[config.mk]
export PLATFORM = sky130hd
export DESIGN_NAME = div_seq
export DESIGN_NICKNAME = d
export VERILOG_FILES = /design/src/rtl/div_seq.sv
export SDC_FILE = /design/constraint.sdc
export NUM_CORES = 1
export LEC_CHECK = 0
export CORE_MARGIN = 10
export CORE_UTILIZATION = 40
export CTS_CLUSTER_SIZE = 14
export DETAILED_ROUTE_END_ITERATION = 7
export PLACE_DENSITY = 0.65
export SYNTH_ARGS = -nofsm -noshare
export SYNTH_HDL_FRONTEND = slang
export SYNTH_SLANG_ARGS = --single-unit
[constraint.sdc]
create_clock -name clk -period 4.7 [get_ports clk]
set_input_delay 0.94 -clock clk [delete_from_list [all_inputs] [get_ports clk]]
set_output_delay 0.94 -clock clk [all_outputs]
set_load 0.005 [all_outputs]
[src/rtl/div_seq.sv]
// Sequential unsigned restoring divider: one quotient bit per clock, start/busy/done handshake.
// Quotient, remainder and divide-by-zero flag hold until the next operation completes.
module div_seq #(
  parameter int unsigned WIDTH = 4
) (
  input  logic             clk,
  input  logic             rst,
  input  logic             start,
  input  logic [WIDTH-1:0] div_in1,
  input  logic [WIDTH-1:0] div_in2,
  output logic             busy,
  output logic             done,
  output logic [WIDTH-1:0] div_quo,
  output logic [WIDTH-1:0] div_rem,
  output logic             div_by_zero
);

  localparam int unsigned CntW = $clog2(WIDTH + 1);

  // StZero delays a divide-by-zero result by one cycle without entering RUN.
  typedef enum logic [1:0] {StIdle, StRun, StZero, StDone} state_e;

  state_e            state_q, state_d;
  logic [CntW-1:0]   cnt_q, cnt_d;
  logic [WIDTH-1:0]  r_q, r_d;
  logic [WIDTH-1:0]  q_q, q_d;
  logic [WIDTH-1:0]  d_q, d_d;
  logic [WIDTH-1:0]  quo_d, rem_d;
  logic              dbz_d;

  logic [WIDTH:0]    r_sh;
  logic              r_ge;
  logic [WIDTH-1:0]  r_it, q_it;

  // The partial remainder after a successful subtract is below d, so WIDTH bits suffice.
  always_comb begin
    r_sh = {r_q, q_q[WIDTH-1]};
    r_ge = (r_sh >= {1'b0, d_q});
    r_it = r_ge ? (r_sh[WIDTH-1:0] - d_q) : r_sh[WIDTH-1:0];
    q_it = {q_q[WIDTH-2:0], r_ge};
  end

  always_comb begin
    state_d = state_q;
    cnt_d   = cnt_q;
    r_d     = r_q;
    q_d     = q_q;
    d_d     = d_q;
    quo_d   = div_quo;
    rem_d   = div_rem;
    dbz_d   = div_by_zero;
    unique case (state_q)
      StIdle, StDone: begin
        state_d = StIdle;
        if (start) begin
          d_d     = div_in2;
          q_d     = div_in1;
          r_d     = '0;
          cnt_d   = CntW'(WIDTH);
          state_d = (div_in2 == '0) ? StZero : StRun;
        end
      end
      StRun: begin
        r_d   = r_it;
        q_d   = q_it;
        cnt_d = cnt_q - CntW'(1);
        if (cnt_q == CntW'(1)) begin
          quo_d   = q_it;
          rem_d   = r_it;
          dbz_d   = 1'b0;
          state_d = StDone;
        end
      end
      StZero: begin
        quo_d   = '1;
        rem_d   = q_q;
        dbz_d   = 1'b1;
        state_d = StDone;
      end
      default: state_d = StIdle;
    endcase
  end

  always_ff @(posedge clk or posedge rst) begin
    if (rst) begin
      state_q     <= StIdle;
      cnt_q       <= '0;
      r_q         <= '0;
      q_q         <= '0;
      d_q         <= '0;
      div_quo     <= '0;
      div_rem     <= '0;
      div_by_zero <= 1'b0;
      busy        <= 1'b0;
      done        <= 1'b0;
    end else begin
      state_q     <= state_d;
      cnt_q       <= cnt_d;
      r_q         <= r_d;
      q_q         <= q_d;
      d_q         <= d_d;
      div_quo     <= quo_d;
      div_rem     <= rem_d;
      div_by_zero <= dbz_d;
      busy        <= (state_d == StRun);
      done        <= (state_d == StDone);
    end
  end

endmodule
==> results.py <==
metrics = {
    "sta": {
        "timing_hold_violations_final": 0,
        "finClkSkew_ps": 9.94,
        "timing_worst_slew_pin_value_ps": 1060,
        "finalCritPeriodShare": 0.502,
        "finalSetupViolCount": 0,
        "final_period_minus_worst_setup_slack_ps": 2360,
        "finalHoldWorstSlack_ps": 497,
        "final_report_max_slew_violation_count": 0,
        "tns_ps": 0,
        "slew_headroom": 0.295,
        "max_freq_ghz": 0.424,
        "setup_slack_ps": 2340,
        "rsz_0062_raised_after_global_routing": "false",
    },
    "layout": {
        "n_antenna_cell": 0,
        "final_net_count": 191,
        "commonest_non_fill_non_tap_cells_in_the_layout": "sky130_fd_sc_hd__dfrtp_1, sky130_fd_sc_hd__clkdlybuf4s50_1, sky130_fd_sc_hd__nand2_1, sky130_fd_sc_hd__o21ai_0, sky130_fd_sc_hd__inv_1",
        "mostFrequentLayoutCell": "sky130_fd_sc_hd__dfrtp_1",
        "final_layout_size_suffix_gt1_frac": 0.0882,
        "fillerInstances": 361,
        "layoutNonFillerInstCount": 218,
        "area_growth_syn_to_layout_pct": 21.0,
    },
    "worst_hold_path": {
        "hold-path-cell-count": 1,
        "min_delay_worst_endpoint": "r_q[3]",
        "timing.hold.worst.start": "r_q[3]",
        "worstHoldPathType": "flop to flop",
    },
    "setup_path": {
        "timing.rr.end": "r_q[3]",
        "worstSetupStartpointType": "primary input",
        "crit_fanout": 12,
        "timing.reg2reg.worst_path_depth": 6,
        "critical_path.endpoint_type": "flop",
        "critPathBufInv": 1,
        "timing.setup.critical_path_class": "primary input to flop",
        "worst_path_max_delay_cell": "sky130_fd_sc_hd__clkdlybuf4s50_1",
        "crit_path_max_incr_delay_ps": 610,
        "reg2reg_setup_slack_ps": 2650,
        "data_required_time_of_the_critical_path_ps": 4860,
        "top_delay_family_on_crit_path": "buffers and inverters",
        "reg2reg_from": "state_q[1]",
        "critical_path.cell_chain": "clkdlybuf4s50_1 > mux2i_2 > nand2b_1 > a211oi_1 > a21o_1",
        "worstPathArrival_ps": 2520,
    },
    "grt": {
        "global_routing_usage_summed_across_all_routing_layers": 0.0999,
        "grt_max_degree": 29,
        "antenna_found_initial": 0,
        "vias_in_the_first_global_route": 1148,
        "globalRoute.totalOverflow": 0,
        "grt_pass1_wl_mm": 5.24,
    },
    "clock_tree": {
        "clk_pin_slew_ps": 80,
        "tritoncts": "built",
        "cts_max_path_buffers": 2,
        "cts_made_buffers": 3,
        "hold_buffers": 0,
        "cts.sinks": 28,
        "number_of_gates_resized_after_cts": 0,
        "cts_root_buffer": "sky130_fd_sc_hd__clkbuf_8",
        "clock_tree.htree_level_count": 1,
        "worstSkewPairLatency_ps": 270,
        "post_cts.repair.setup_buffers": 0,
    },
    "synth": {
        "synthDominantAreaCellType": "sky130_fd_sc_hd__dfrtp_1",
        "postSynthAreaPerCell_um2": 9.91,
        "synth_enable_flop_cells": 0,
        "synth_nets": 171,
        "ys.flop_type": "sky130_fd_sc_hd__dfrtp_1",
        "synthDistinctLibCells": 34,
        "syn-cell-area_um2": 1500,
        "synth_top_cells_by_area": "sky130_fd_sc_hd__dfrtp_1, sky130_fd_sc_hd__ha_1, sky130_fd_sc_hd__mux2_2, sky130_fd_sc_hd__o21ai_0, sky130_fd_sc_hd__nand2_1",
        "synth_cells": 151,
        "yosys.area.top_type_share": 0.468,
        "async_flop_share": 1.00,
        "ys_ff_latch": 28,
        "yosys_warnings": 0,
        "sequential_element_share_of_the_synthesized_area": 0.468,
    },
    "route": {
        "final_antenna_net_count": 0,
        "drc_errors": 0,
        "firstDrtPassIters": 4,
        "drt_wl_total_mm": 3.09,
        "dr.first_iter.drc_count": 57,
        "dr_total_vias": 1141,
        "route.detailed.vias_per_inst": 5.23,
        "detail_route.wl_per_cell_um": 14.2,
    },
    "floorplan": {
        "die_width_um": 81.2,
        "die_area_um2": 6590,
        "die_height_um": 81.2,
        "coreArea_um2": 3630,
        "io_pins": 22,
        "rows": 22,
        "floorplan.initialDensity": 0.412,
    },
    "placement": {
        "routabilityCongestion": 0.847,
        "post-dp-hpwl_mm": 2.33,
        "detailedPlace.worstSlack_ps": 2090,
        "placement.io_buffers": 21,
        "numPlacedInstances": 214,
    },
    "power": {
        "max_ir_drop_vdd_mv": 0.454,
        "power.static_leakage_nw": 0.785,
        "total_power_mw": 1.40,
        "p_per_area_nw_per_um2": 772,
    },
    "job": {
        "max_cap_violations": 0,
    },
    "outcome": {
        "result_of_the_run": "completed",
    },
}
-- power by group --
group	total, mW	internal, mW	switching (mW)
sequential	0.440	0.357	0.0825
combinational	0.772	0.373	0.400
clock	0.186	0.114	0.0718
-- Yosys cell counts (2+ instances only) --
master,number
sky130_fd_sc_hd__a21oi_1,11
sky130_fd_sc_hd__buf_2,4
sky130_fd_sc_hd__clkbuf_1,2
sky130_fd_sc_hd__dfrtp_1,28
sky130_fd_sc_hd__ha_1,8
sky130_fd_sc_hd__inv_1,13
sky130_fd_sc_hd__mux2_2,7
sky130_fd_sc_hd__mux2i_1,4
sky130_fd_sc_hd__nand2_1,15
sky130_fd_sc_hd__nand2b_1,3
sky130_fd_sc_hd__nand3_1,2
sky130_fd_sc_hd__nand3b_1,2
sky130_fd_sc_hd__nor2_1,8
sky130_fd_sc_hd__nor2b_1,3
sky130_fd_sc_hd__o21a_1,2
sky130_fd_sc_hd__o21ai_0,15
sky130_fd_sc_hd__o21ai_1,2
sky130_fd_sc_hd__o22a_1,2
sky130_fd_sc_hd__o22ai_1,5
-- area by class of cell --
type	count	area, um^2	share of cell area
Tap cell	48	60.1	0.0332
Multi-Input combinational cell	104	719	0.397
Clock inverter	1	30.0	0.0166
Clock buffer	3	41.3	0.0228
Timing Repair Buffer	21	210	0.116
Inverter	13	48.8	0.0270
Sequential cell	28	701	0.387
-- per-stage QoR --
stage / area [um^2] / util
after floorplan: 1500 / -
after global placement: 1740 / 0.479
after detailed placement: 1740 / 0.479
after CTS: 1810 / 0.498
after global routing: 1810 / 0.498
final: 1810 / 0.498
-- worst max-delay path by stage --
stage,cells after the start,to,start
floorplan,6,div_rem[0],r_q[1]
global placement,5,r_q[3],start
detailed placement,5,r_q[3],start
CTS,5,r_q[3],start
global route,5,r_q[3],start
finish,5,r_q[3],start
-- sequential cells by signal, indices dropped and copies added (netlist names) --
name / cells
div_by_zero: 1
cnt_q: 3
d_q: 4
busy: 1
q_q: 4
div_rem: 4
state_q: 2
done: 1
div_quo: 4
r_q: 4
-- cell families (layout without fill, tap and decap cells) --
| group | count (synthesis) | count (layout) | synth area share |
|---|---|---|---|
| and+or+nand+nor | 35 | 35 | 0.108 |
| DFF | 28 | 28 | 0.468 |
| muxes | 12 | 12 | 0.0886 |
| xor gates and xnor gates | 1 | 1 | 0.00585 |
| buffers and inverters | 19 | 38 | 0.0510 |
| AOI/OAI and AO/OA | 47 | 47 | 0.198 |
| adders and majority gates | 9 | 9 | 0.0803 |
-- routing by layer --
layer	share of wire	track usage	vias up
met5	0	0	-
met4	0.0055	0.0208	0
met3	0.055	0.0320	4
met2	0.49	0.180	32
met1	0.45	0.113	538
li1	-	-	567
Power figures use the tool's default switching activity.
